**src/rtl/lcd_timing_gen.sv**
```systemverilog
// lcd_timing_gen: raster timing for the 480x272 parallel RGB panel.
// A pixel-rate divider drives horizontal and vertical counters. Every output
// is registered from the decode of the next-state counters, so the outputs
// always match the counter values held in the registers, with no skew.
module lcd_timing_gen #(
  parameter int PIXEL_DIV       = 3,
  parameter int H_ACTIVE        = 480,
  parameter int H_FP            = 2,
  parameter int H_SYNC          = 41,
  parameter int H_BP            = 2,
  parameter int V_ACTIVE        = 272,
  parameter int V_FP            = 2,
  parameter int V_SYNC          = 10,
  parameter int V_BP            = 2,
  parameter int SYNC_ACTIVE_LOW = 1
) (
  input  logic        clock,
  input  logic        reset,
  output logic [8:0]  x,
  output logic [8:0]  y,
  output logic        de,
  output logic        hsync,
  output logic        vsync,
  output logic        pixel_tick,
  output logic        line_start,
  output logic        frame_start,
  output logic [15:0] frame_count
);

  localparam int H_TOTAL = H_ACTIVE + H_FP + H_SYNC + H_BP;
  localparam int V_TOTAL = V_ACTIVE + V_FP + V_SYNC + V_BP;

  // A total of 1 would give a zero-width counter, so every counter is at least 1 bit.
  localparam int HW = (H_TOTAL > 1) ? $clog2(H_TOTAL) : 1;
  localparam int VW = (V_TOTAL > 1) ? $clog2(V_TOTAL) : 1;
  localparam int DW = (PIXEL_DIV > 1) ? $clog2(PIXEL_DIV) : 1;

  localparam logic [DW-1:0] DIV_LAST = DW'(PIXEL_DIV - 1);
  localparam logic [HW-1:0] H_LAST   = HW'(H_TOTAL - 1);
  localparam logic [VW-1:0] V_LAST   = VW'(V_TOTAL - 1);

  // Region bounds carry one extra bit so that a bound equal to 2**HW
  // (for example a line that is entirely active) does not truncate to zero.
  localparam logic [HW:0] H_ACT_END  = (HW+1)'(H_ACTIVE);
  localparam logic [HW:0] H_SYNC_BEG = (HW+1)'(H_ACTIVE + H_FP);
  localparam logic [HW:0] H_SYNC_END = (HW+1)'(H_ACTIVE + H_FP + H_SYNC);
  localparam logic [VW:0] V_ACT_END  = (VW+1)'(V_ACTIVE);
  localparam logic [VW:0] V_SYNC_BEG = (VW+1)'(V_ACTIVE + V_FP);
  localparam logic [VW:0] V_SYNC_END = (VW+1)'(V_ACTIVE + V_FP + V_SYNC);

  // Level of hsync/vsync when the pulse is not asserted.
  localparam logic SYNC_IDLE = (SYNC_ACTIVE_LOW != 0);

  // Counter state
  logic [DW-1:0] div_cnt_q, div_cnt_d;
  logic [HW-1:0] h_cnt_q,   h_cnt_d;
  logic [VW-1:0] v_cnt_q,   v_cnt_d;
  logic [15:0]   frame_count_q, frame_count_d;

  // run_q is low for the first edge after reset. That edge loads position
  // (0,0) and pixel 0 then lasts a full PIXEL_DIV clocks.
  logic run_q;

  // Registered outputs and their next-state decode
  logic [8:0] x_q, x_d;
  logic [8:0] y_q, y_d;
  logic       de_q, de_d;
  logic       hsync_q, hsync_d;
  logic       vsync_q, vsync_d;
  logic       pixel_tick_q, pixel_tick_d;
  logic       line_start_q, line_start_d;
  logic       frame_start_q, frame_start_d;

  logic div_wrap, h_wrap, v_wrap;
  logic h_in_active, v_in_active, h_in_sync, v_in_sync;

  // Next-state counters: the divider steps every clock, h_cnt steps when the
  // divider wraps, v_cnt steps when h_cnt wraps, and frame_count steps when
  // the whole raster wraps back to (0,0).
  always_comb begin
    div_cnt_d     = div_cnt_q;
    h_cnt_d       = h_cnt_q;
    v_cnt_d       = v_cnt_q;
    frame_count_d = frame_count_q;
    div_wrap      = (div_cnt_q == DIV_LAST);
    h_wrap        = (h_cnt_q == H_LAST);
    v_wrap        = (v_cnt_q == V_LAST);
    if (run_q) begin
      if (div_wrap) begin
        div_cnt_d = '0;
        if (h_wrap) begin
          h_cnt_d = '0;
          if (v_wrap) begin
            v_cnt_d       = '0;
            frame_count_d = frame_count_q + 16'd1;
          end else begin
            v_cnt_d = v_cnt_q + VW'(1);
          end
        end else begin
          h_cnt_d = h_cnt_q + HW'(1);
        end
      end else begin
        div_cnt_d = div_cnt_q + DW'(1);
      end
    end
  end

  // Output decode of the next-state counters, registered below so the outputs
  // line up with the counter registers.
  always_comb begin
    h_in_active   = ({1'b0, h_cnt_d} < H_ACT_END);
    v_in_active   = ({1'b0, v_cnt_d} < V_ACT_END);
    h_in_sync     = ({1'b0, h_cnt_d} >= H_SYNC_BEG) && ({1'b0, h_cnt_d} < H_SYNC_END);
    v_in_sync     = ({1'b0, v_cnt_d} >= V_SYNC_BEG) && ({1'b0, v_cnt_d} < V_SYNC_END);
    de_d          = h_in_active && v_in_active;
    x_d           = 9'd0;
    y_d           = 9'd0;
    if (de_d) begin
      x_d = 9'(h_cnt_d);
      y_d = 9'(v_cnt_d);
    end
    hsync_d       = h_in_sync ? ~SYNC_IDLE : SYNC_IDLE;
    vsync_d       = v_in_sync ? ~SYNC_IDLE : SYNC_IDLE;
    pixel_tick_d  = (div_cnt_d == '0);
    line_start_d  = pixel_tick_d && (h_cnt_d == '0);
    frame_start_d = line_start_d && (v_cnt_d == '0);
  end

  // State and output registers. Reset aborts the raster at once and holds
  // the panel outputs at their idle levels.
  always_ff @(posedge clock) begin
    if (reset) begin
      run_q         <= 1'b0;
      div_cnt_q     <= '0;
      h_cnt_q       <= '0;
      v_cnt_q       <= '0;
      frame_count_q <= '0;
      x_q           <= '0;
      y_q           <= '0;
      de_q          <= 1'b0;
      hsync_q       <= SYNC_IDLE;
      vsync_q       <= SYNC_IDLE;
      pixel_tick_q  <= 1'b0;
      line_start_q  <= 1'b0;
      frame_start_q <= 1'b0;
    end else begin
      run_q         <= 1'b1;
      div_cnt_q     <= div_cnt_d;
      h_cnt_q       <= h_cnt_d;
      v_cnt_q       <= v_cnt_d;
      frame_count_q <= frame_count_d;
      x_q           <= x_d;
      y_q           <= y_d;
      de_q          <= de_d;
      hsync_q       <= hsync_d;
      vsync_q       <= vsync_d;
      pixel_tick_q  <= pixel_tick_d;
      line_start_q  <= line_start_d;
      frame_start_q <= frame_start_d;
    end
  end

  assign x           = x_q;
  assign y           = y_q;
  assign de          = de_q;
  assign hsync       = hsync_q;
  assign vsync       = vsync_q;
  assign pixel_tick  = pixel_tick_q;
  assign line_start  = line_start_q;
  assign frame_start = frame_start_q;
  assign frame_count = frame_count_q;

endmodule

```
**config.mk**
```make
export PLATFORM = sky130hd
export DESIGN_NAME = lcd_timing_gen
export DESIGN_NICKNAME = d
export VERILOG_FILES = /design/src/rtl/lcd_timing_gen.sv
export SDC_FILE = /design/constraint.sdc
export NUM_CORES = 1
export LEC_CHECK = 0
export CAP_MARGIN = 20
export CORE_ASPECT_RATIO = 1.75
export CORE_MARGIN = 5
export CORE_UTILIZATION = 51
export CTS_BUF_LIST = sky130_fd_sc_hd__clkbuf_4 sky130_fd_sc_hd__clkbuf_8
export DETAILED_ROUTE_END_ITERATION = 6
export GPL_ROUTABILITY_DRIVEN = 0
export PLACE_DENSITY = 0.79
export SLEW_MARGIN = 15
export SYNTH_ARGS = -nofsm -noshare
export SYNTH_HDL_FRONTEND = slang
export SYNTH_SLANG_ARGS = --single-unit
```
**constraint.sdc**
```tcl
create_clock -name clock -period 2.2 [get_ports clock]
set_input_delay 0.44 -clock clock [delete_from_list [all_inputs] [get_ports clock]]
set_output_delay 0.44 -clock clock [all_outputs]
set_load 0.03 [all_outputs]
```
Yosys cells after proc, flatten, opt, wreduce, memory -nomap -nowiden
Index checks and enable logic that the tools add are counted.

storage, ports and cells
  register bits = 62
  bits of input ports = 2
  output and inout port bits = 40

cells by class
  add/subtract/negate cells = 4
  $lt $le $gt $ge = 6
  equality and inequality tests = 3
  muxes and demuxes = 12
  bitwise operators = 1
  reductions and logical operators = 10

operators by type and width
  kind                     number
  $mux W9                  4
  $mux W10                 3
  $lt A9 B9 Y1 const B     2
  $add A16 B1 Y16 const B  1
  $add A10 B1 Y10 const B  1
  $eq A10 B10 Y1 const B   1
  $ge A10 B9 Y1 const B    1
  $logic_not A10 Y1        1
  $lt A10 B10 Y1 const B   1
  $lt A10 B9 Y1 const B    1
  $add A9 B1 Y9 const B    1
  $eq A9 B9 Y1 const B     1
  $ge A9 B9 Y1 const B     1
  $logic_not A9 Y1         1
  $logic_and A1 B1 Y1      5
  $mux W2                  2
  $reduce_and A4 Y1        1
  $mux W1                  3
  $add A2 B1 Y2 const B    1
  $eq A2 B2 Y1 const B     1
  $logic_not A2 Y1         1
  $reduce_or A2 Y1         1
  $not A1 Y1               1

Logic depth before layout (Yosys ltp)
Gate-level depths: netlist of run 1.

  depth in word-level cells = 9
  mapped depth = 9
  mapped depth without buffers = 8

Worst setup path after synthesis of run 1
Ideal clock, no wire load.

  kind = register to register
  from = register h_cnt_q[0]
  to = register de_q, in the netlist de
  library setup time = 131 ps
  arrival = 2159 ps
  data required time = 2069 ps
  setup slack = -89 ps
  cell stages (with the launch flop) = 9
  buffers on the path = 1
  cells stage by stage = dfxtp_1 inv_1 ha_1 or3b_2 or4_4 o31a_4 nand3_4 buf_6 a21oi_2

on the way
  word-level cells in the longest chain between the ends = 6
  elaborated cells between the ends (all ways) = 11

RTL lines
  element                                                   line      text
  start: declaration                                        56        logic [HW-1:0] h_cnt_q, h_cnt_d;
  start signal: assignment                                  149       h_cnt_q <= h_cnt_d;
  $add A10 B1 Y10 / $eq A10 B10 Y1 (equally long branches)  100, 86
  $mux W10 / $mux W9 (equally long branches)                91        if (h_wrap) begin
  $mux W10 / $mux W9 (equally long branches)                89        if (div_wrap) begin
  $mux W10 / $mux W9 (equally long branches)                88        if (run_q) begin
  $lt A10 B9 Y1 / $lt A9 B9 Y1 (equally long branches)      111, 112
  $logic_and A1 B1 Y1 *                                     115       de_d = h_in_active && v_in_active;
  end signal: assignment                                    140       de_q <= 1'b0;
  end signal: assignment                                    154       de_q <= de_d;
  end: declaration                                          67        logic de_q, de_d;

Every way passes the cells marked *; elsewhere a longest branch is shown, timed or not.
A chain may end at the register's enable or synchronous reset.

Final worst setup path of run 1
  from = register h_cnt_q[8]
  to = register x_q[5], in the netlist x[5]

on the way
  word-level cells in the longest chain between the ends = 8
  elaborated cells between the ends (all ways) = 13

RTL lines
  element                                                   line      text
  $add A10 B1 Y10 / $eq A10 B10 Y1 (equally long branches)  100, 86
  $mux W10 / $mux W9 (equally long branches)                91
  $mux W10 / $mux W9 (equally long branches)                89
  $mux W10 / $mux W9 (equally long branches)                88
  $lt A10 B9 Y1 / $lt A9 B9 Y1 (equally long branches)      111, 112
  $logic_and A1 B1 Y1                                       115
  $not A1 Y1 (no line)                                      --
  $reduce_or A2 Y1 (no line)                                --
  end signal: assignment                                    138       x_q <= '0;
  end signal: assignment                                    152       x_q <= x_d;
  end: declaration                                          65        logic [8:0] x_q, x_d;

Parallel ways exist; a longest one is shown, timed or not.

==> impl_metrics.py, run 1 <==
metrics = {
    "synth": {
        "synth_edf_count": 0,
        "avgSynthCellArea_sq_um": 9.34,
        "ys_seq_area_share_pct": 43.3,
        "async_reset_ff_share_pct": 0,
        "netlist_area_sq_um": 2870,
        "yosysWarnings": 0,
        "ys_top_cells_by_area": "dfxtp_1 (43%), nor2_1 (4.6%), xor2_1 (4.6%)",
        "synth_top_area_share_pct": 43.3,
        "syn-instance-count": 307,
        "synth_seq_cells": 62,
        "synth_cell_type_count": 62,
        "synth-main-ff-cell": "dfxtp_1",
        "syn-num-nets": 314,
        "yosys.area.top_type": "dfxtp_1",
    },
    "timing": {
        "finalHoldViolations": 0,
        "relSlewSlack_pct": 72.9,
        "worst_pin_slew_ps": 407,
        "fin_crit_ps": 2210,
        "fin_crit_sh_pct": 101,
        "finClkSkew_ps": 7.50,
        "rsz0062_at_grt": "true",
        "finalMaxSlewViolations": 0,
        "max_freq_ghz": 0.452,
        "fin_ws_ps": -14.4,
        "setup_viol_count_final": 5,
        "hold_slack_ps": 524,
    },
    "critical_path": {
        "reg2reg_to": "x[5]$_SDFF_PP0_",
        "r2r_setup_slack_ps": -10,
        "crit_path_end_kind": "flip-flop",
        "cp-start-kind": "flip-flop",
        "crit_type": "flip-flop to flip-flop",
        "timing.rr.start": "h_cnt_q[8]$_SDFF_PP0_",
        "crit_required_ps": 2490,
        "r2r_cells": 7,
        "crit_arrival_ps": 2500,
        "cp_max_fo": 12,
    },
    "power": {
        "leakage_uw": 0.00161,
        "p_per_area_nw_per_um2": 570,
        "peakVddDrop_uv": 678,
    },
    "floorplan": {
        "core_area_sq_um": 5540,
        "rows": 36,
        "start_util_pct": 51.8,
        "die_area_sq_um": 7280,
        "ios": 42,
        "die_h_um": 109,
        "die_x_um": 66.7,
    },
    "grt": {
        "grt_first_pass_wirelength_mm": 12.8,
        "antenna_found_initial": 0,
        "grt_max_degree": 37,
        "grt_use_total_pct": 23.9,
        "first_global_vias": 2745,
        "grt_overflow": 0,
    },
    "cells_and_area": {
        "final_nets": 412,
        "layout_common_cells": "dfxtp_1 (57), buf_4 (51), clkdlybuf4s50_1 (41)",
        "fillerInstances": 371,
        "multiInputGateArea_sq_um": 1690,
        "drive_gt1_share_pct": 31.5,
        "layout-area-overhead-vs-synth_pct": 45.2,
        "seqCellArea_sq_um": 1250,
        "layout_commonest_cell": "dfxtp_1",
        "antenna-diode-count": 0,
        "stdcell_area_sq_um": 4160,
    },
    "drt": {
        "via_per_inst": 5.62,
        "vias": 2730,
        "dr.pass1.iters": 4,
        "drcViolationCount": 0,
        "first_iter_violations": 149,
        "antenna_left": 0,
        "wirelength_mm": 7.94,
        "wl_per_cell_um": 16.3,
    },
    "clocking": {
        "root_buffer": "clkbuf_8",
        "cts_hold_buffers": 0,
        "clock-sinks": 62,
        "insertion_delay_ps": 350,
        "htreeDepth": 3,
        "cts_tree": "built",
        "numCtsBuffers": 9,
        "clk_pin_slew_ps": 70,
        "cts_buffer_depth": 2,
    },
    "hold_path": {
        "hold_start": "frame_count[9]$_SDFFE_PP0P_",
        "hold_path_end": "frame_count[9]$_SDFFE_PP0P_",
        "whs_path_depth": 2,
        "hold_class": "flip-flop to flip-flop",
    },
    "flow_run": {
        "max-cap-violations": 0,
    },
    "place": {
        "dp_hpwl_mm": 5.72,
        "preCtsSetupSlack_ps": -147,
        "place_area_sq_um": 3770,
        "numPortBuffers": 41,
    },
    "outcome": {
        "violations": "negative setup slack",
        "status": "finished with violations",
    },
}
kinds of logic (layout without fill, tap and decap cells):
kind of cell / Yosys count / count (layout) / synth area share (%)
adder cells (fa/ha/maj): 5 / 5 / 2.18
XOR/XNOR: 20 / 20 / 6.11
buffers and inverters: 20 / 123 / 3.05
AND/OR/NAND/NOR: 135 / 135 / 28.1
flip-flops: 62 / 62 / 43.3
multiplexers: 1 / 1 / 0.393
AO/OA/AOI/OAI: 64 / 64 / 16.9
flip-flops by register name, indices dropped and copies added, names as in the netlist:
signal       flops
y                9
h_cnt_q         10
hsync            1
run_q            1
frame_start      1
vsync            1
de               1
line_start       1
frame_count     16
x                9
pixel_tick       1
v_cnt_q          9
div_cnt_q        2
final cells by class:
| class | instances | share of cell area (%) |
|---|---|---|
| inverter | 10 | 0.901 |
| tap | 76 | 2.28 |
| clock inverter | 6 | 2.04 |
| timing repair buffer | 97 | 21.0 |
| clock buffer | 10 | 3.31 |
| multi-input combinational | 225 | 40.5 |
| sequential | 62 | 30.0 |
cells in the mapped netlist (all sizes together), types with 4 or more instances:
cell type / n
and2: 5
nand3: 7
inv: 10
and3: 8
xnor2: 5
a21boi: 17
nor2: 35
nor3: 13
and4: 5
clkbuf: 5
or3: 4
xor2: 15
buf: 5
nand4: 17
a21oi: 18
dfxtp: 62
nand2: 18
ha: 5
o21ai: 7
through the flow:
| step | util [%] | total power, uW | setup TNS [ps] | cells |
|---|---|---|---|---|
| after global placement | 68.0 | 1290 | -220 | 466 |
| after detailed placement | 68.0 | 1290 | -901 | 466 |
| after floorplan | - | 1230 | -0.0762 | 307 |
| after CTS | 72.3 | 2400 | -952 | 482 |
| after global routing | 75.2 | 2470 | -1940 | 486 |
| final | 75.2 | 2370 | -41.7 | 486 |
where the power goes:
group	total (uW)	internal (uW)	switching, uW
logic	129	57.8	70.9
clock network	1100	663	437
registers	1140	1140	8.42
total	2370	1860	516
worst max-delay path by stage:
stage,start,end,slack [ps]
after global routing,h_cnt_q[0]$_SDFF_PP0_,y[4]$_SDFF_PP0_,-130
after floorplan,h_cnt_q[8]$_SDFF_PP0_,de$_SDFF_PP0_,-0.08
final,h_cnt_q[8]$_SDFF_PP0_,x[5]$_SDFF_PP0_,-10
after detailed placement,h_cnt_q[7]$_SDFF_PP0_,hsync$_SDFF_PP1_,-150
after global placement,h_cnt_q[7]$_SDFF_PP0_,hsync$_SDFF_PP1_,-40
after CTS,h_cnt_q[8]$_SDFF_PP0_,y[1]$_SDFF_PP0_,-70
worst max-delay path: stages (launching register included):
cell	delay (ps)
dfxtp_2	320
or4b_4	540
or4_4	560
o21ai_2	140
o31a_4	180
nand3_4	90
buf_12	170
a21boi_2	140
per-layer routing:
metal  GRT usage, %  share of wire [%]  routed length [um]
met3           7.22                4.4                 348
met2           43.2                 56                4450
met1           22.5                 35                2750
met5              0                  0                   0
met4           15.6                4.9                 390
timing repair:
| action | 4_1_cts | 5_1_grt |
|---|---|---|
| resized for setup | 11 | 30 |
| endpoints found under the hold margin | 0 | 0 |
| setup endpoints to repair | 22 | 27 |
| pin swaps | 0 | 8 |
| buffers inserted | 0 | 4 |
No activity file was read; power rests on OpenSTA's default activity.
==> run 2: changes to the inputs <==
--- a/config.mk
+++ b/config.mk
@@ -13,6 +13,7 @@
 export DETAILED_ROUTE_END_ITERATION = 6
 export GPL_ROUTABILITY_DRIVEN = 0
 export PLACE_DENSITY = 0.79
+export SETUP_SLACK_MARGIN = 0.4
 export SLEW_MARGIN = 15
 export SYNTH_ARGS = -nofsm -noshare
 export SYNTH_HDL_FRONTEND = slang
==> constraint.sdc (replaced) <==
create_clock -name clock -period 2.2 [get_ports clock]
set_input_delay 0.33 -clock clock [delete_from_list [all_inputs] [get_ports clock]]
set_output_delay 0.33 -clock clock [all_outputs]
set_load 0.03 [all_outputs]
==> run 2 against run 1 <==
- the flow now finishes without violations
- routed wire length grew 13%
- fmax grew 0.96%
- register-to-register slack gained 20 ps
- hold slack lost 16 ps
- final area grew 6.9%
- count of clock-buffer cells in the layout grew 3
- non-clock buffer count grew 7
- critical path depth is the same
- combinational power grew 6%
- first-iteration DRC count grew 140%
- sequential power is essentially flat
- critical path type unchanged
- largest power group unchanged
- highest routed layer unchanged
==> impl_metrics.py, run 2 (synthesis results as in run 1) <==
metrics = {
    "outcome": {
        "status": "finished, final reports clean",
    },
    "timing": {
        "worst_pin_slew_ps": 387,
        "rsz0062_at_grt": "true",
        "tns_ps": 0,
        "finalMaxSlewViolations": 0,
        "relSlewSlack_pct": 74.1,
        "finalHoldViolations": 0,
        "setup_viol_count_final": 0,
        "finClkSkew_ps": 7.39,
        "max_freq_ghz": 0.456,
        "fin_crit_sh_pct": 99.7,
        "fin_crit_ps": 2190,
        "hold_slack_ps": 508,
    },
    "flow_run": {
        "max-cap-violations": 0,
    },
    "place": {
        "numPortBuffers": 41,
        "placedCellCount": 459,
        "dp_hpwl_mm": 5.43,
    },
    "drt": {
        "first_iter_violations": 353,
        "wirelength_mm": 8.98,
        "wl_per_cell_um": 18.2,
        "antenna_left": 0,
        "drcViolationCount": 0,
        "dr.pass1.iters": 7,
        "vias": 2920,
        "via_per_inst": 5.92,
    },
    "cells_and_area": {
        "antenna-diode-count": 0,
        "layout-area-overhead-vs-synth_pct": 55.2,
        "drive_gt1_share_pct": 39.3,
        "layout_commonest_cell": "dfxtp_1",
        "finalNonFillerCells": 493,
        "layout_common_cells": "dfxtp_1 (53), buf_4 (50), clkdlybuf4s50_1 (33)",
        "final_nets": 419,
        "largest_register_ffs": 16,
    },
    "clocking": {
        "cts_tree": "built",
        "numCtsBuffers": 9,
        "clk_pin_slew_ps": 70,
        "htreeDepth": 3,
        "insertion_delay_ps": 340,
        "cts_buffer_depth": 2,
        "cts_hold_buffers": 0,
        "root_buffer": "clkbuf_8",
        "clock-sinks": 62,
    },
    "critical_path": {
        "r2r_cells": 7,
        "r2r_setup_slack_ps": 7,
        "cp-start-kind": "flip-flop",
        "crit_arrival_ps": 2470,
        "path_cells": "or4b_4, or4_4, o21ai_2, o31a_4, nand3_4, buf_12, a21boi_1",
        "cp_num_buf_inv": 1,
        "cp_max_fo": 12,
        "reg2reg_to": "y[7]$_SDFF_PP0_",
        "worst_path_max_delay_cell": "or4_4",
        "crit_family": "simple AND/OR/NAND/NOR gates",
        "crit_type": "flip-flop to flip-flop",
        "crit_path_max_incr_delay_ps": 560,
        "crit_required_ps": 2480,
        "crit_path_end_kind": "flip-flop",
        "worst-path-stages": 7,
        "timing.rr.start": "h_cnt_q[8]$_SDFF_PP0_",
    },
    "grt": {
        "grt_use_total_pct": 24.1,
        "met2_usage_pct": 42.4,
        "met1_usage_pct": 23.2,
        "antenna_found_initial": 0,
        "grt_overflow": 0,
        "grt_first_pass_wirelength_mm": 13.3,
        "first_global_vias": 2930,
        "use_met3_pct": 7.42,
        "grt_max_degree": 28,
        "grt-busiest-layer": "met2",
    },
    "floorplan": {
        "die_h_um": 109,
        "die_area_sq_um": 7280,
        "rows": 36,
        "core_area_sq_um": 5540,
        "ios": 42,
        "die_x_um": 66.7,
        "start_util_pct": 51.8,
    },
    "power": {
        "p_per_area_nw_per_um2": 529,
        "leakage_uw": 0.00179,
        "peakVddDrop_uv": 527,
    },
    "hold_path": {
        "whs_path_depth": 2,
        "hold_class": "flip-flop to flip-flop",
        "hold_start": "frame_count[9]$_SDFFE_PP0P_",
        "hold_path_end": "frame_count[9]$_SDFFE_PP0P_",
    },
}
[run 2: report_power, final]
part	leakage, uW	internal [uW]	total, uW	switching (uW)
sequential	0.000506	1140	1150	8.41
combinational	0.00117	61.7	137	74.9
clock	0.000115	643	1070	431
[run 2: per-stage QoR]
| step | total power, uW | utilization, % | setup WS [ps] | instance area [sq um] |
|---|---|---|---|---|
| final | 2350 | 80.3 | 6.52 | 4450 |
| after floorplan | 1230 | - | 10.9 | 2920 |
| after global routing | 2430 | 80.3 | -74.4 | 4450 |
| after detailed placement | 1290 | 67.6 | -64.4 | 3740 |
| after global placement | 1280 | 67.6 | -9.86 | 3740 |
| after CTS | 2350 | 75.8 | -9.73 | 4200 |
[run 2: worst max-delay path by stage]
stage	from	to	slack, ps
after floorplan	h_cnt_q[8]$_SDFF_PP0_	de$_SDFF_PP0_	10
after global placement	h_cnt_q[8]$_SDFF_PP0_	y[6]$_SDFF_PP0_	-10
after detailed placement	h_cnt_q[8]$_SDFF_PP0_	y[6]$_SDFF_PP0_	-60
after CTS	h_cnt_q[8]$_SDFF_PP0_	x[8]$_SDFF_PP0_	-10
after global routing	h_cnt_q[8]$_SDFF_PP0_	y[0]$_SDFF_PP0_	-70
final	h_cnt_q[8]$_SDFF_PP0_	y[7]$_SDFF_PP0_	7
[run 2: what timing repair did]
action,4_1_cts,5_1_grt
setup endpoints to repair,52,54
gates resized for setup,57,41
setup buffers,10,8
pin swaps,26,23
[run 2: worst reg2reg max path: cells and delay by family, from the launching register on]
kind / cells / cell delay [ps]
AND/OR/NAND/NOR: 3 / 1190
flip-flops: 1 / 320
buffers and inverters: 1 / 160
AO/OA/AOI/OAI: 3 / 460
[run 2: layout make-up]
cell class                 count  area (sq um)
multi-input combinational    225          1890
fill                         334          1090
clock inverter                 3          40.0
timing repair buffer         104           960
sequential                    62          1250
tap                           76          95.1
inverter                      10          37.5
clock buffer                  13           179
[run 2: layer usage]
layer  routed length (um)  vias to the layer above  share of wire, %
met3                  477                       48               5.3
met2                 4870                      153                54
met5                    0                        -                 0
met1                 3140                     1378                35
met4                  489                        0               5.4
li1                     -                     1341                 -
==> run 3: changes to the inputs <==
--- a/config.mk
+++ b/config.mk
@@ -7,7 +7,6 @@
 export LEC_CHECK = 0
 export CAP_MARGIN = 20
 export CORE_ASPECT_RATIO = 1.75
-export CORE_MARGIN = 5
 export CORE_UTILIZATION = 51
 export CTS_BUF_LIST = sky130_fd_sc_hd__clkbuf_4 sky130_fd_sc_hd__clkbuf_8
 export DETAILED_ROUTE_END_ITERATION = 6
==> run 3 against run 2 <==
- the flow now finishes with violations (negative setup slack)
- power fell by 6.5%
- core utilization grew 6.1 points
- clock skew up 6.5 ps
- critical path depth rose by 2
- critical endpoint is now x[6]$_SDFF_PP0_
==> impl_metrics.py, run 3 (synthesis results as in run 1) <==
metrics = {
    "grt": {
        "first_global_vias": 3070,
        "grt_overflow": 0,
        "antenna_found_initial": 0,
        "grt-busiest-layer": "met2",
        "grt_max_degree": 28,
        "met1_usage_pct": 32.0,
        "use_met3_pct": 9.07,
        "met2_usage_pct": 59.2,
        "grt_use_total_pct": 33.5,
        "grt_first_pass_wirelength_mm": 14.6,
    },
    "critical_path": {
        "crit_arrival_ps": 2750,
        "r2r_setup_slack_ps": -260,
        "r2r_cells": 9,
        "crit_required_ps": 2490,
        "crit_type": "flip-flop to flip-flop",
        "cp-start-kind": "flip-flop",
        "reg2reg_to": "x[6]$_SDFF_PP0_",
        "cp_max_fo": 5,
        "timing.rr.start": "h_cnt_q[6]$_SDFF_PP0_",
        "crit_path_end_kind": "flip-flop",
    },
    "hold_path": {
        "hold_path_end": "frame_count[15]$_SDFFE_PP0P_",
        "hold_start": "frame_count[15]$_SDFFE_PP0P_",
        "whs_path_depth": 2,
        "hold_class": "flip-flop to flip-flop",
    },
    "clocking": {
        "htreeDepth": 3,
        "cts_tree": "built",
        "numCtsBuffers": 9,
        "cts_buffer_depth": 2,
        "insertion_delay_ps": 370,
        "clk_pin_slew_ps": 80,
        "clock-sinks": 62,
        "root_buffer": "clkbuf_8",
    },
    "place": {
        "dp_hpwl_mm": 5.54,
        "numPortBuffers": 41,
    },
    "power": {
        "finalPower_uw": 2200,
        "p_per_area_nw_per_um2": 477,
        "peakVddDrop_uv": 491,
        "leakage_uw": 0.00194,
    },
    "drt": {
        "first_iter_violations": 229,
        "vias": 3146,
        "wirelength_mm": 10.8,
        "dr.pass1.iters": 5,
        "drcViolationCount": 0,
        "via_per_inst": 6.27,
        "antenna_left": 0,
        "wl_per_cell_um": 21.5,
    },
    "cells_and_area": {
        "final_nets": 430,
        "final_util_pct": 86.5,
        "fillerInstances": 253,
        "seqCellArea_sq_um": 1250,
        "drive_gt1_share_pct": 42.8,
        "largest_register_ffs": 16,
        "multiInputGateArea_sq_um": 1960,
        "layout_commonest_cell": "dfxtp_1",
        "layout-area-overhead-vs-synth_pct": 61.1,
        "layout_common_cells": "dfxtp_1 (52), buf_4 (47), clkdlybuf4s50_1 (30)",
        "antenna-diode-count": 0,
    },
    "outcome": {
        "status": "finished with violations",
        "violations": "negative setup slack",
    },
    "timing": {
        "tns_ps": -4490,
        "relSlewSlack_pct": 71.5,
        "finalHoldViolations": 0,
        "worst_pin_slew_ps": 426,
        "finClkSkew_ps": 13.9,
        "max_freq_ghz": 0.407,
        "fin_crit_ps": 2460,
        "finalMaxSlewViolations": 0,
        "fin_ws_ps": -256,
        "rsz0062_at_grt": "true",
        "setup_viol_count_final": 24,
        "fin_crit_sh_pct": 112,
    },
    "flow_run": {
        "max-cap-violations": 0,
    },
    "floorplan": {
        "die_x_um": 58.7,
        "core_area_sq_um": 5340,
        "start_util_pct": 53.7,
        "rows": 35,
        "ios": 42,
        "die_area_sq_um": 5940,
        "die_h_um": 101,
    },
}
## run 3: cell types whose count changed in the layout (fill, tap and decap cells not counted), sizes merged, moves of 3 or more
cell           previous run  this run
buf                      63        73
dlymetal6s2s              2         6
clkbuf                   13        10
clkdlybuf4s50            33        30
clkinvlp                  0         3
## run 3: layout make-up
| type | instances | area share [%] |
|---|---|---|
| Multi-Input combinational cell | 226 | 42.5 |
| Sequential cell | 62 | 27.1 |
| Timing Repair Buffer | 114 | 23.8 |
| Clock buffer | 10 | 2.98 |
| Tap cell | 74 | 2.00 |
| Clock inverter | 6 | 0.813 |
| Inverter | 10 | 0.813 |
## run 3: worst max path at each step
stage	startpoint	endpoint	slack [ps]
finish	h_cnt_q[6]$_SDFF_PP0_	x[6]$_SDFF_PP0_	-260
global route	h_cnt_q[6]$_SDFF_PP0_	y[6]$_SDFF_PP0_	-460
CTS	h_cnt_q[8]$_SDFF_PP0_	x[0]$_SDFF_PP0_	-70
detailed placement	h_cnt_q[8]$_SDFF_PP0_	x[5]$_SDFF_PP0_	-110
global placement	h_cnt_q[8]$_SDFF_PP0_	y[5]$_SDFF_PP0_	-70
floorplan	h_cnt_q[8]$_SDFF_PP0_	de$_SDFF_PP0_	10
## run 3: metal layers
| metal | vias up | wire length (um) |
|---|---|---|
| li1 | 1358 | - |
| met1 | 1530 | 3770 |
| met2 | 184 | 5580 |
| met3 | 74 | 693 |
| met4 | 0 | 782 |
| met5 | - | 0 |
## run 3: worst max-delay path: stages, from the launching register on
cell,delay [ps]
dfxtp_2,340
or4b_4,530
buf_6,140
nor2_4,110
o211ai_1,170
a221oi_4,420
buf_6,160
nand3_4,160
buf_6,190
a21boi_2,140
## run 3: repair_timing
item	4_1_cts	5_1_grt
cloned	2	0
pin swaps	27	17
gates resized for setup	67	61
setup buffers	20	6
hold buffers	0	0
setup endpoints to repair	52	58
## run 3: power breakdown
part           switching [uW]  internal, uW
Sequential               10.8          1140
Clock                     478           432
Combinational            79.6          64.9
## run 3: through the flow
stage / worst slack [ps] / instances / cell area, sq um / hold WS, ps
6_report: -256 / 502 / 4620 / 515
5_1_grt: -464 / 502 / 4620 / 547
4_1_cts: -66.9 / 496 / 4330 / 510
3_5_place_dp: -105 / 458 / 3740 / 497
3_3_place_gp: -65.3 / 458 / 3740 / 485
2_1_floorplan: 10.9 / 307 / 2920 / 407
